==> src/rtl/rr_arbiter_mux_pkg.sv <==
// Shared constants and helpers for the round-robin arbiter/mux slice.
// Holds the default geometry and the pointer-width rule used by the top.
package rr_arbiter_mux_pkg;

    localparam int DEFAULT_WAY_WIDTH = 4;
    localparam int DEFAULT_NUM_WAY   = 8;

    // Pointer width never drops to zero, so a 2-way instance still gets one bit.
    function automatic int index_width(input int num_way);
        return (num_way <= 2) ? 1 : $clog2(num_way);
    endfunction

endpackage

==> src/rtl/rr_arbiter_mux_decoded.sv <==
// One-hot selected multiplexer: returns the slice of the flattened input
// picked by a one-hot select; unselected slices never reach the output.
module mux_decoded
    import rr_arbiter_mux_pkg::*;
#(
    parameter int WIDTH   = DEFAULT_WAY_WIDTH,
    parameter int NUM_WAY = DEFAULT_NUM_WAY
) (
    input  logic [WIDTH*NUM_WAY-1:0] way_data,
    input  logic [NUM_WAY-1:0]       select,
    output logic [WIDTH-1:0]         selected
);

    // Gating on the select bit keeps unknowns on idle ways out of the result.
    always_comb begin
        selected = '0;
        for (int i = 0; i < NUM_WAY; i++) begin
            if (select[i]) begin
                selected = selected | way_data[i*WIDTH +: WIDTH];
            end
        end
    end

endmodule

==> src/rtl/rr_arbiter_mux.sv <==
// Round-robin arbiter feeding a one-entry registered output stage.
// The winning way's payload and one-hot grant are captured on each load.
module rr_arbiter_mux
    import rr_arbiter_mux_pkg::*;
#(
    parameter int SINGLE_WAY_WIDTH_IN_BITS = DEFAULT_WAY_WIDTH,
    parameter int NUM_WAY                  = DEFAULT_NUM_WAY
) (
    input  logic                                  clk_in,
    input  logic                                  reset_in,
    input  logic [SINGLE_WAY_WIDTH_IN_BITS*NUM_WAY-1:0] way_flatted_in,
    input  logic [NUM_WAY-1:0]                    way_valid_in,
    output logic [NUM_WAY-1:0]                    way_ready_out,
    output logic [SINGLE_WAY_WIDTH_IN_BITS-1:0]   way_flatted_out,
    output logic                                  valid_out,
    input  logic                                  ready_in,
    output logic [NUM_WAY-1:0]                    grant_out
);

    localparam int PTR_W = index_width(NUM_WAY);
    localparam logic [PTR_W-1:0] PTR_RESET = PTR_W'(NUM_WAY - 1);

    logic [PTR_W-1:0]                    last_grant_ptr;
    logic [2*NUM_WAY-1:0]                req_double;
    logic [2*NUM_WAY-1:0]                req_masked;
    logic [NUM_WAY-1:0]                  grant;
    logic [PTR_W-1:0]                    grant_idx;
    logic [SINGLE_WAY_WIDTH_IN_BITS-1:0] selected_payload;
    logic                                any_request;
    logic                                load;
    int                                  win_idx;

    assign any_request = |way_valid_in;
    assign load        = (!valid_out || ready_in) && any_request;

    // Doubling the request vector lets a single lowest-bit search above the
    // pointer cover the wrap-around; the upper copy always contains every way.
    always_comb begin
        req_double = {way_valid_in, way_valid_in};
        req_masked = '0;
        for (int i = 0; i < 2*NUM_WAY; i++) begin
            if (i > int'(last_grant_ptr)) begin
                req_masked[i] = req_double[i];
            end
        end
        win_idx = 0;
        for (int i = 2*NUM_WAY-1; i >= 0; i--) begin
            if (req_masked[i]) begin
                win_idx = i;
            end
        end
        if (win_idx >= NUM_WAY) begin
            win_idx = win_idx - NUM_WAY;
        end
        grant = '0;
        for (int j = 0; j < NUM_WAY; j++) begin
            if (any_request && (j == win_idx)) begin
                grant[j] = 1'b1;
            end
        end
        grant_idx = PTR_W'(win_idx);
    end

    assign way_ready_out = (load && !reset_in) ? grant : '0;

    mux_decoded #(
        .WIDTH   (SINGLE_WAY_WIDTH_IN_BITS),
        .NUM_WAY (NUM_WAY)
    ) u_mux (
        .way_data (way_flatted_in),
        .select   (grant),
        .selected (selected_payload)
    );

    // Output stage: capture on load, retire on a drained accept, otherwise hold.
    always_ff @(posedge clk_in or posedge reset_in) begin
        if (reset_in) begin
            valid_out       <= 1'b0;
            way_flatted_out <= '0;
            grant_out       <= '0;
            last_grant_ptr  <= PTR_RESET;
        end else if (load) begin
            valid_out       <= 1'b1;
            way_flatted_out <= selected_payload;
            grant_out       <= grant;
            last_grant_ptr  <= grant_idx;
        end else if (ready_in) begin
            valid_out       <= 1'b0;
        end
    end

endmodule
==> config.mk <==
export PLATFORM = sky130hd
export DESIGN_NAME = rr_arbiter_mux
export DESIGN_NICKNAME = d
export VERILOG_FILES = /design/src/rtl/rr_arbiter_mux_pkg.sv /design/src/rtl/rr_arbiter_mux_decoded.sv /design/src/rtl/rr_arbiter_mux.sv
export SDC_FILE = /design/constraint.sdc
export NUM_CORES = 1
export LEC_CHECK = 0
export ABC_AREA = 1
export BUFFER_PORTS_ARGS = -buffer_cell sky130_fd_sc_hd__clkbuf_2
export CORE_UTILIZATION = 47
export CTS_CLUSTER_DIAMETER = 50
export DETAILED_ROUTE_END_ITERATION = 6
export HOLD_SLACK_MARGIN = 0.12
export PLACE_DENSITY = 0.8
export SLEW_MARGIN = 30
export SYNTH_ARGS = -nofsm -noshare
export SYNTH_HDL_FRONTEND = slang
export SYNTH_SLANG_ARGS = --single-unit
export TNS_END_PERCENT = 10
==> constraint.sdc <==
create_clock -name clk_in -period 2.1 [get_ports clk_in]
set_input_delay 0.42 -clock clk_in [delete_from_list [all_inputs] [get_ports clk_in]]
set_output_delay 0.42 -clock clk_in [all_outputs]
set_load 0.05 [all_outputs]
==> metrics.md <==
| Metric | Value |
|---|---|
| First-pass GRT wire length | `roughly 6.7 mm` |
| Data required, critical path | `approximately 1.7 ns` |
| Largest stage delay on the critical path | `0.58 ns` |
| Crit Path Max Fanout | `4` |
| Post-Syn Instances | `roughly 210` |
| Final setup margin | `-0.556 ns` |
| Die ar. | `~3200 um^2` |
| DIE WIDTH | `56.2 um` |
| Endpoints failing setup | `12` |
| Final ANT Viol Nets | `0` |
| Diode count | `0` |
| Post-synth top area share | `23.6%` |
| Final Hold Vio Count | `0` |
| RSZ-0062 raised after global routing | `true` |
| Count leader, synth | `nor2_1` |
| Worst skew pair latency | `approximately 0.29 ns` |
| Skew final | `just under 0.005 ns` |
| I/O pin cnt | `between 60 and 70` |
| Final min period | `2.66 ns` |
| Failing checks | `negative setup slack` |
| Routed vias/inst | `a little over 5` |
| GRT overflow | `0` |
| Sw power | `approximately 1.9 mW` |
| Clock-pin slew on the worst setup and hold paths | `0.10 ns` |
| Crit. End Element | `output pin` |
| Min-Delay Path Class | `in2async` |
| Run status | `finished with violations` |
| Largest area contributor in the netlist | `dfrtp_1` |
| Maximum root-to-sink buffer count | `2` |
| Power per cell area | `around 1600 nW/um^2` |
| Row cnt | `19` |
| Yosys warnings | `0` |
| Final instance area | `2130 um^2` |
| Buffers on Ports | `63` |
| Area after DPL | `slightly below 2000 um^2` |
| Reg power frac | `between 15 and 20%` |
| DR pass1 iterations | `4` |
| Switch share | `between 50 and 60%` |
| Worst-path cell chain | `inv_2 > o211ai_2 > nand4_1 > nand3_4 > inv_4 > nor2_4 > inv_4 > nor3_4 > inv_2 > nor2_4 > buf_8` |
| H-tree depth | `1` |
| Max Cap Viol | `0` |
| Synth top area cells | `dfrtp_1 (24%), nor2_1 (13%), nand2_1 (12%)` |
| Critical path's top delay family | `simple AND/OR/NAND/NOR gates` |
| Synth Register Bits | `16` |
| Starting Density | `49.7%` |
| CTS root buf | `clkbuf_4` |
| Synth cell count leaders | `nor2_1 (46), nand2_1 (44), inv_1 (21)` |
| Sink Count | `16` |
| Internal power | `between 1.5 and 2 mW` |
| Vias | `between 1500 and 2000` |
| Vias in the first global route | `1540` |
| Num CTS Buffers | `3` |
| Max-slew violations | `0` |
| Ys async rst share | `100%` |
| Logic gate share of total power | `between 70% and 80%` |
| Final Cycle Share | `126%` |
| Slew HR | `between 60 and 70%` |
| Die Y-Extent | `between 50 and 60 um` |
| CTS tree | `built` |
| Overall routing resource usage | `between 20% and 30%` |
| Largest net degree at the start of global routing | `18` |
| CP startpoint kind | `register` |
| Drt initial violations | `81` |
| Worst hold slack | `0.225 ns` |
| Setup Total Neg Slack | `-3.44 ns` |
| Syn-to-layout area delta | `53.9%` |
| Initial antenna violation count | `0` |
| EDFF count, synth | `0` |
| Critical setup path kind | `reg2out` |
| Syn_area_per_cell | `approximately 6.5 um^2` |
| Syn_nets | `roughly 260` |
| Peak VDD IR | `between 0.001 and 0.0015 V` |
| Layout cells sized above 1 | `a little under half` |
| LEAKAGE | `~1.1 nW` |
| Final #Nets | `roughly 350` |
| Clock power share | `just over 6%` |
| Slew at the pin with the worst max-slew slack | `about 0.46 ns` |
| Fmax | `0.376 GHz` |
| Most used DFF post-synth | `dfrtp_1` |
| Post-route DRC violation count | `0` |
| CP max stage cell | `dfstp_2` |
| Final WL | `just over 4 mm` |
| Critical path data arrival time | `2.24 ns` |
| Routed len/inst | `12.4 um` |
| Post-synthesis cell area | `1380 um^2` |
| Gpl congestion | `around 0.9` |
| CP bufs+invs | `5` |
| Cell variety after synth | `30` |
| DP HPWL | `3.21 mm` |
| Placeable Area | `between 2000 and 3000 um^2` |
| Seq/Total Area, Yosys | `between 20% and 30%` |
power groups by stage:
stage | Sequential [mW] | Combinational (mW) | Clock [mW]
floorplan | 0.936 | 1.32 | 0
global placement | 0.548 | 2.40 | 0
detailed placement | 0.556 | 2.44 | 0
CTS | 0.549 | 2.51 | 0.207
global route | 0.567 | 2.81 | 0.218
finish | 0.552 | 2.63 | 0.207
final cells by class:
type | instances | area [um^2]
clock buffers | 4 | 36.3
multi-input cells | 157 | 878
inverters | 33 | 134
repair buffers | 92 | 634
well taps | 31 | 38.8
flip-flops and latches | 16 | 404
fillers | 219 | 656
layout by cell type (no fill, tap or decap), types with 2 or more instances in the layout:
cell / synthesis / routed
nand2_2: 6 / 9
dfstp_2: 3 / 3
nand3_2: 1 / 2
nor2_1: 46 / 36
o21ai_0: 7 / 7
buf_8: 1 / 4
inv_4: 2 / 2
buf_6: 2 / 2
inv_2: 9 / 9
nand3_1: 17 / 16
buf_4: 1 / 26
clkbuf_2: 0 / 55
nand4_1: 19 / 19
o21ai_1: 2 / 2
nor2_4: 2 / 11
nand2_4: 2 / 2
buf_12: 0 / 2
clkbuf_8: 0 / 4
inv_1: 21 / 20
dfrtp_1: 13 / 13
nand2_1: 44 / 41
clkbuf_4: 0 / 3
a21oi_1: 2 / 2
nor2_2: 2 / 3
logic make-up (layout without fill, tap and decap cells):
logic type / count (synthesis) / count (layout) / share of synthesized area (%)
AND/OR/NAND/NOR: 143 / 143 / 50.7
flip-flops: 16 / 16 / 29.3
buffers and inverters: 41 / 129 / 13.9
AO/OA/AOI/OAI: 14 / 14 / 6.07
worst reg2reg max path: stages, from the launching register on:
cell and delay, ns:
dfstp_2 0.58, inv_2 0.06, o211ai_2 0.23, nand4_1 0.20, nand3_4 0.15, inv_4 0.05, buf_4 0.16, nand4_4 0.12
buf_6 0.13, nor2_1 0.05, nor2_1 0.09, nand2_1 0.07, nor2_2 0.10, nor2_1 0.05
timing repair:
action | in CTS | in global routing
gates resized for setup | 18 | 13
setup buffers | 0 | 0
endpoints found under the setup margin | 9 | 12
pin swaps | 3 | 5
hold buffers | 0 | 0
through the flow:
step	worst slack, ns	utilization, %	total power, mW	cells
after floorplan	-0.0805	-	2.25	214
after detailed placement	-0.281	71.2	3.00	329
after global placement	-0.223	71.2	2.95	329
after global routing	-0.645	76.4	3.60	333
after CTS	-0.469	75.1	3.27	333
final	-0.556	76.4	3.39	333
flip-flops by register name (all words and copies together) (netlist names):
signal	flops
grant_out	8
way_flatted_out	4
last_grant_ptr	3
valid_out	1
path summary, 6_finish.rpt:
path / cells after the start / slack (ns) / start / end
setup / recovery: 11 / -0.56 / last_grant_ptr[2] / way_ready_out[0]
hold / removal: 3 / 0.22 / reset_in / way_flatted_out[3]
setup reg to reg: 13 / -0.04 / last_grant_ptr[2] / way_flatted_out[3]
hold reg to reg: 2 / 0.49 / grant_out[3] / grant_out[3]
max in group asynchronous: 3 / 1.63 / reset_in / last_grant_ptr[2]
min in group clk_in: 5 / 0.48 / way_flatted_in[2] / way_flatted_out[2]
layer usage:
| layer | global-route usage, % | vias to the layer above | part of all wire (%) |
|---|---|---|---|
| li1 | - | 862 | - |
| met1 | 35.7 | 754 | 44 |
| met2 | 44.9 | 71 | 50 |
| met3 | 5.12 | 2 | 5.6 |
| met4 | 5.92 | 0 | 0.36 |
| met5 | 0 | - | 0 |
Power figures use the tool's default switching activity.
